<file path="src/rtl/isa_pkg.sv">
// Shared ISA-side types for the fetch predictors: counter encoding, BTB entry
// layout and the sequential PC increment.
package isa_pkg;

  typedef logic [31:0] word_t;

  // 2-bit saturating direction counter; MSB set means predict taken.
  typedef enum logic [1:0] {
    SNT = 2'b00,
    WNT = 2'b01,
    WT  = 2'b10,
    ST  = 2'b11
  } bp_cnt_t;

  // Tag field is sized for the default 16-entry table (pc[31:6]).
  localparam int BP_TAG_W = 26;

  typedef struct packed {
    logic                valid;
    logic [BP_TAG_W-1:0] tag;
    word_t               target;
    bp_cnt_t             cnt;
    logic                is_jump;
  } btb_entry_t;

  localparam word_t BP_PC_INC = 32'd4;

  localparam btb_entry_t BTB_ENTRY_RESET = '{
    valid:   1'b0,
    tag:     '0,
    target:  '0,
    cnt:     WNT,
    is_jump: 1'b0
  };

endpackage

</file>
<file path="src/rtl/bp_sat_counter.sv">
// Combinational next-state for a 2-bit saturating branch direction counter.
module bp_sat_counter
  import isa_pkg::*;
(
  input  bp_cnt_t cnt,
  input  logic    taken,
  output bp_cnt_t cnt_next
);

  // Step one state toward taken/not-taken, holding at the ends.
  always_comb begin
    cnt_next = cnt;
    case (cnt)
      SNT: cnt_next = taken ? WNT : SNT;
      WNT: cnt_next = taken ? WT  : SNT;
      WT:  cnt_next = taken ? ST  : WNT;
      ST:  cnt_next = taken ? ST  : WT;
      default: cnt_next = cnt;
    endcase
  end

endmodule

</file>
<file path="src/rtl/branch_predictor_btb.sv">
// Direct-mapped branch target buffer with per-entry 2-bit direction counter.
// Lookup is combinational from registered state (no same-cycle bypass);
// training is applied at the clock edge on a resolved branch/jump.
// Optional macro BP_PERF_CNT_EN adds saturating lookup/hit/mispredict counters.
module branch_predictor_btb
  import isa_pkg::*;
#(
  parameter  int ENTRIES = 16,
  localparam int IDX_W   = $clog2(ENTRIES),
  localparam int TAG_W   = 30 - IDX_W
) (
  input  logic        CLK,
  input  logic        RST,
  input  logic        fetch_en,
  input  logic [31:0] fetch_pc,
  output logic        btb_hit,
  output logic        pred_taken,
  output logic [31:0] pred_target,
  output logic [31:0] next_pc,
  input  logic        resolved,
  input  logic        update_btb,
  input  logic [31:0] update_pc,
  input  logic [31:0] branch_target,
  input  logic        branch_outcome,
  input  logic        br_jump,
`ifdef BP_PERF_CNT_EN
  output logic [31:0] perf_lookups,
  output logic [31:0] perf_hits,
  output logic [31:0] perf_mispredicts,
`endif
  input  logic        miss
);

  btb_entry_t entry_q [ENTRIES];
  btb_entry_t entry_d [ENTRIES];

  // Index/tag split; pc[1:0] never participates. The tag is resized into the
  // fixed-width struct field (only exact for the default 16-entry table).
  logic [IDX_W-1:0]    fetch_idx;
  logic [TAG_W-1:0]    fetch_tag_full;
  logic [BP_TAG_W-1:0] fetch_tag;
  logic [IDX_W-1:0]    upd_idx;
  logic [TAG_W-1:0]    upd_tag_full;
  logic [BP_TAG_W-1:0] upd_tag;

  assign fetch_idx      = fetch_pc[IDX_W+1:2];
  assign fetch_tag_full = fetch_pc[31:IDX_W+2];
  assign fetch_tag      = BP_TAG_W'(fetch_tag_full);
  assign upd_idx        = update_pc[IDX_W+1:2];
  assign upd_tag_full   = update_pc[31:IDX_W+2];
  assign upd_tag        = BP_TAG_W'(upd_tag_full);

  // Read-only lookup of the pre-update table state.
  btb_entry_t look_entry;
  always_comb begin
    look_entry  = entry_q[fetch_idx];
    btb_hit     = look_entry.valid && (look_entry.tag == fetch_tag);
    pred_taken  = btb_hit && (look_entry.is_jump || look_entry.cnt[1]);
    pred_target = btb_hit ? look_entry.target : '0;
    next_pc     = pred_taken ? pred_target : (fetch_pc + BP_PC_INC);
  end

  btb_entry_t upd_entry;
  logic       upd_hit;
  logic       upd_taken;
  bp_cnt_t    upd_cnt_next;

  assign upd_entry = entry_q[upd_idx];
  assign upd_hit   = upd_entry.valid && (upd_entry.tag == upd_tag);
  assign upd_taken = br_jump || branch_outcome;

  bp_sat_counter u_sat_counter (
    .cnt      (upd_entry.cnt),
    .taken    (upd_taken),
    .cnt_next (upd_cnt_next)
  );

  // Training: hits retrain counter/type (and target on update_btb); only
  // taken misses with a target allocate, evicting whatever shares the index.
  always_comb begin
    for (int i = 0; i < ENTRIES; i++) begin
      entry_d[i] = entry_q[i];
      if (resolved && (upd_idx == IDX_W'(i))) begin
        if (upd_hit) begin
          entry_d[i].cnt     = upd_cnt_next;
          entry_d[i].is_jump = br_jump;
          if (update_btb) begin
            entry_d[i].target = branch_target;
          end
        end else if (upd_taken && update_btb) begin
          entry_d[i].valid   = 1'b1;
          entry_d[i].tag     = upd_tag;
          entry_d[i].target  = branch_target;
          entry_d[i].is_jump = br_jump;
          entry_d[i].cnt     = br_jump ? ST : WT;
        end
      end
    end
  end

  // Table state; reset wins over any coincident training.
  always_ff @(posedge CLK) begin
    for (int i = 0; i < ENTRIES; i++) begin
      if (RST) begin
        entry_q[i] <= BTB_ENTRY_RESET;
      end else begin
        entry_q[i] <= entry_d[i];
      end
    end
  end

`ifdef BP_PERF_CNT_EN
  logic [31:0] perf_lookups_q, perf_lookups_d;
  logic [31:0] perf_hits_q, perf_hits_d;
  logic [31:0] perf_mispredicts_q, perf_mispredicts_d;

  // Saturating event counters.
  always_comb begin
    perf_lookups_d     = perf_lookups_q;
    perf_hits_d        = perf_hits_q;
    perf_mispredicts_d = perf_mispredicts_q;
    if (fetch_en && (perf_lookups_q != 32'hFFFF_FFFF)) begin
      perf_lookups_d = perf_lookups_q + 32'd1;
    end
    if (fetch_en && btb_hit && (perf_hits_q != 32'hFFFF_FFFF)) begin
      perf_hits_d = perf_hits_q + 32'd1;
    end
    if (resolved && miss && (perf_mispredicts_q != 32'hFFFF_FFFF)) begin
      perf_mispredicts_d = perf_mispredicts_q + 32'd1;
    end
  end

  // Counter registers.
  always_ff @(posedge CLK) begin
    if (RST) begin
      perf_lookups_q     <= '0;
      perf_hits_q        <= '0;
      perf_mispredicts_q <= '0;
    end else begin
      perf_lookups_q     <= perf_lookups_d;
      perf_hits_q        <= perf_hits_d;
      perf_mispredicts_q <= perf_mispredicts_d;
    end
  end

  assign perf_lookups     = perf_lookups_q;
  assign perf_hits        = perf_hits_q;
  assign perf_mispredicts = perf_mispredicts_q;

  logic unused_bits;
  assign unused_bits = ^{fetch_pc[1:0], update_pc[1:0]};
`else
  // fetch_en and miss only feed the optional counters.
  logic unused_bits;
  assign unused_bits = ^{fetch_pc[1:0], update_pc[1:0], fetch_en, miss};
`endif

endmodule

</file>
<file path="config.mk">
export PLATFORM = sky130hd
export DESIGN_NAME = branch_predictor_btb
export DESIGN_NICKNAME = d
export VERILOG_FILES = /design/src/rtl/isa_pkg.sv /design/src/rtl/bp_sat_counter.sv /design/src/rtl/branch_predictor_btb.sv
export SDC_FILE = /design/constraint.sdc
export NUM_CORES = 2
export LEC_CHECK = 0
export ABC_AREA = 1
export BUFFER_PORTS_ARGS = -buffer_cell sky130_fd_sc_hd__buf_2
export CORE_MARGIN = 4
export CORE_UTILIZATION = 35
export DETAILED_ROUTE_END_ITERATION = 8
export PLACE_DENSITY = 0.54
export RECOVER_POWER = 50
export SLEW_MARGIN = 10
export SYNTH_ARGS = -nofsm -noshare
export SYNTH_HDL_FRONTEND = slang
export SYNTH_HIERARCHICAL = 1
export SYNTH_SLANG_ARGS = --single-unit
</file>
<file path="constraint.sdc">
create_clock -name CLK -period 8.1 [get_ports CLK]
set_input_delay 0.405 -clock CLK [delete_from_list [all_inputs] [get_ports CLK]]
set_output_delay 0.405 -clock CLK [all_outputs]
set_load 0.05 [all_outputs]
</file>
# [Word-level counts from Yosys, hierarchy flattened]
# Memories as Yosys holds them, arrays and structs flattened.
# Cells that the tools add are included.
[op_classes] addsub=1 n_reduce_logical=72 div_mod_pow=0 n_eq_ne=148 multipliers=0 shift=0 mux=139 bitwise_logic=48 magnitude_cmp=0
[ops] op="$mux 62" n=32
[ops] op="$mux 32" n=34
[ops] op="$mux 27" n=32
[ops] op="$mux 35" n=16
[ops] op="$ne 3x3->1 const B" n=64
[ops] op="$reduce_and 4->1" n=32
[ops] op="$eq 26x26->1" n=2
[ops] op="$mux 3" n=16
[ops] op="$ne 1x1->1 const B" n=48
[ops] op="$or 1x1->1" n=48
[ops] op="$reduce_and 3->1" n=16
[ops] op="$add 32x3->32 const B" n=1
[ops] op="$eq 4x4->1 const B" n=8
[ops] op="$ne 2x2->1 const B" n=16
[ops] op="$logic_and 1x1->1" n=20
[ops] op="$eq 4x3->1 const B" n=4
[ops] op="$eq 4x2->1 const B" n=2
[ops] op="$pmux 2 s4" n=1
[ops] op="$mux 1" n=6
[ops] op="$eq 2x2->1 const B" n=2
[ops] op="$eq 4x1->1 const B" n=1
[ops] op="$logic_not 4->1" n=1
[ops] op="$mux 2" n=2
[ops] op="$eq 2x1->1 const B" n=1
[ops] op="other kinds (2)" n=3
[word_totals] n_memories=1 regBits=0 word_cells=409 out_inout_bits=66 ram_bits=992 latchBits=0 rom_bits=0
[mem_list] name="entry_q" depth=16 word_bits=62 rd=2 rd_ports_with_merged_regs=0 wr=16 line_no="branch_predictor_btb.sv:34" source="btb_entry_t entry_q [ENTRIES];"

# [Logic depth before layout (Yosys ltp)]
[depth] word_depth=6 ltp_mapped=23 ltp_nobuf=20

# [Cells and area by module]
# Netlist, hierarchy kept.
[modules_own_cells] module="branch_predictor_btb" cells_each=5928 seq_area_each_um2=29778.6 instances=1 area_per_inst_um2=52118.7
[modules_own_cells] module="bp_sat_counter" cells_each=5 seq_area_each_um2=0.0 instances=1 area_per_inst_um2=21.3

# [Worst setup path after synthesis]
# Ideal clock, no wire load.
[synth_path] path_kind="input to register" start="in update_pc[2]" end="mem entry_q[3][10] (netlist name) (enable)" path_buffers=4 cell_stages=19 slack_ns=3.149 arrival_time_ns=4.485 t_required_ns=7.634 cell_sequence="buf_6 > buf_8 > nand2_8 > inv_2 > buf_6 > nand2_1 > nand4_1 > nand2_1 > nand2_1 > o21ai_0 > nand2_1 > nor2_1 > nand3_1 > nor2_4 > nand2_2 > nand2_4 > buf_8 > nand3_4 > o21ai_0"
[synth_rtl] item="start: declaration" line_no="branch_predictor_btb.sv:22" source="input logic [31:0] update_pc,"
[synth_rtl] item="end: declaration" line_no="branch_predictor_btb.sv:34"

==> flow_summary.yaml <==
status:
  status: "finished with violations"
  violations: "capacitance limit, slew limit"
route:
  drtIter0Drc: 5560
  antenna_left: 0
  highest_layer: "met5"
  drcViolationCount: 0
  via_count: 43500
  firstDrtPassIters: 6
  dr_wl_met3_um: 17600
  met1_length_um: 82300
  route.met2.wl_um: 87900
  wl_per_cell_um: 24.6
  routed_wl_um: 194000
  avgViaCountPerCell: 5.52
critical_path:
  ff2ff_setup_slack_ps: 2890
  rr_startpoint: "entry_q[7][50]"
  reg2reg_depth: 18
  startpoint_type: "primary input"
  timing.rr.end: "entry_q[8][17]"
  setup.worst_path.class: "in2reg"
  endpoint_kind: "register"
  cp.arrival_ps: 7250
  cp_max_fo: 84
  cp_data_required_time_ps: 8490
floorplan:
  die_area_mm2: 0.155
  io_pins: 170
  std_cell_rows: 141
  start_util_pct: 35.3
  core_area_mm2: 0.148
  die_y_um: 394
  die_w_um: 394
clock_network:
  htree_levels: 3
  cts_tree: "built"
  cts_buffer_depth: 3
  cts_resized: 0
  clk_latency_ps: 750
  clkTransAtPathRegs_ps: 60
  hold_buffers: 0
  cts-root-buf: "clkbuf_16"
  cts_sinks: 992
  cts_setup_buffers: 0
  numCtsBuffers: 107
min_path:
  hold_class: "in2reg"
  hold_end: "entry_q[8][61]"
  hp-start: "RST"
  whs_path_depth: 2
logic_synthesis:
  ys.flop_type: "edfxtp_1"
  seq_area_frac_synth_pct: 57.1
  syn_area_mm2: 0.0521
  synthTopCellsByArea: "edfxtp_1, nand2_1, nor2_1"
  synth_cell_type_count: 51
  synthesis.nets: 6038
  yosysWarnings: 6
  synthCells: 5933
  synth_edf_count: 991
  synth_area_leader_cell: "edfxtp_1"
  netlist.area_leader.share_pct: 57.1
  syn_area_per_cell_um2: 8.79
  ys_ff_latch: 992
  async_flop_share_pct: 0
timing:
  hold_viol: 0
  slew_headroom_pct: -64.4
  finalClockSkew_ps: 55.9
  period_share_pct: 84.7
  setup_viol: 0
  rsz0062_at_grt: "false"
  drv_slew: 291
  max_freq_ghz: 0.146
  setup_tns_ps: 0
  fin_crit_ps: 6860
  worst_slew_pin_slew_ps: 2470
  finalWorstSetupSlack_ps: 1240
place:
  placed_cell_area_mm2: 0.0542
  io_buffers: 165
  dp_slack_ps: 2100
  place_hpwl_um: 115000
  gp_congestion: 0.902
final_layout:
  largest-register: "entry_q"
  drive_gt1_share_pct: 8.05
  area_growth_syn_to_layout_pct: 9.57
  largest_register_ffs: 992
  nets: 5969
  final_area_mm2: 0.0571
  n_fill_cell: 14900
  top_regs: "entry_q: 992 flops"
power_and_ir_drop:
  p_leak_uw: 0.0230
  p_clk_share_pct: 39.2
  p_int_uw: 8930
  switchingPower_uw: 3370
  power_frac_seq_pct: 48.8
  ir_worst_vdd_mv: 0.200
  p_comb_share_pct: 12.0
  p_sw_share_pct: 27.4
  power_density_mw_per_mm2: 215
global_routing:
  grt_overflow: 0
  gr-usage-all-layers_pct: 24.2
  grt_max_degree: 168
  antenna_found_initial: 27
  grt_pass1_wl_um: 279000
  grt_pass1_vias: 40400
flow_run:
  cap_violations: 12
-- worst max-delay path: stages --
cell	delay [ps]
buf_8	430
buf_4	750
nand2_1	850
inv_1	870
nand2_1	110
nand4_1	150
nand2_1	60
nand2_1	140
o21ai_0	90
nand2_1	90
nor2_1	40
nand3_1	100
nor2_4	70
nand2_1	380
nand2_4	440
nand4_2	230
clkbuf_1	1770
nor2_1	120
-- metrics by stage --
step / cells / total power [uW] / util [%] / hold WS (ps)
after CTS: 7881 / 12300 / 38.9 / 19.0
after detailed placement: 7685 / 7570 / 36.7 / 493
final: 7885 / 12300 / 38.6 / 64.8
after global routing: 7884 / 12700 / 38.6 / 103
after floorplan: 5933 / 6990 / - / 465
after global placement: 7685 / 7550 / 36.7 / 486
-- area by class of cell --
type                    count  area (um^2)  share of cell area, %
diodes                      4         10.0                 0.0175
clock buffers             130         2760                   4.84
clock inverters            66          606                   1.06
inverters                 354         1350                   2.36
multi-input cells        4142        18500                   32.3
flip-flops and latches    992        29800                   52.1
well taps                1930         2410                   4.23
repair buffers            267         1740                   3.05
-- routing by layer --
metal,vias up,global-route usage (%)
met5,-,0
met4,4,7.98
met3,351,3.92
met2,2153,38.3
met1,21300,34.0
li1,19700,-
-- logic make-up (layout without fill, tap and decap cells) --
kind of cell	count (synthesis)	count (layout)	share of synthesized area (%)
simple gates	3170	3170	25.0
fa+ha+maj	1	1	0.0240
buf+inv	799	817	6.80
other cells	0	4	0
compound gates	941	941	10.6
xor+xnor	30	30	0.504
flops	992	992	57.1
-- power by group through the flow --
| stage | registers (uW) | clock network (uW) | logic, uW |
|---|---|---|---|
| global placement | 6100 | 0 | 1450 |
| floorplan | 6090 | 0 | 904 |
| global route | 6030 | 5090 | 1600 |
| detailed placement | 6110 | 0 | 1460 |
| CTS | 6000 | 4880 | 1470 |
| finish | 6000 | 4820 | 1480 |
-- synthesized netlist by cell type (42+ instances only) --
cell type  instances
nand2_1         1635
nor2_1          1150
edfxtp_1         991
o21ai_0          326
a21oi_1          324
inv_1            311
buf_2            199
nand3_1          165
clkbuf_1         163
nor3_1            76
o211ai_1          72
a22oi_1           56
nor3_2            56
a32o_1            42
-- worst max-delay path by stage --
| stage | startpoint | to | slack [ps] | depth (start not counted) |
|---|---|---|---|---|
| 2_1_floorplan | update_pc[2] | entry_q[3][10] | 3150 | 19 |
| 3_5_place_dp | update_pc[2] | entry_q[4][49] | 2100 | 20 |
| 4_1_cts | fetch_pc[2] | pred_target[28] | 2260 | 19 |
| 5_1_grt | update_pc[2] | entry_q[8][30] | 950 | 18 |
| 6_report | update_pc[2] | entry_q[8][17] | 1240 | 18 |
| 3_3_place_gp | update_pc[2] | entry_q[4][39] | 2080 | 20 |
-- placed cells by master (no fill, tap or decap), types with 56 or more instances in the layout --
master | synthesis | layout
o211ai_1 | 72 | 72
o21ai_0 | 326 | 324
a22oi_1 | 56 | 56
buf_4 | 29 | 86
inv_1 | 311 | 312
nand2_1 | 1635 | 1632
clkbuf_16 | 0 | 107
a21oi_1 | 324 | 324
nor2_1 | 1150 | 1148
edfxtp_1 | 991 | 991
nor3_1 | 76 | 128
buf_2 | 199 | 161
nand3_1 | 165 | 166
Note: power is estimated with default switching activity, not from simulation.
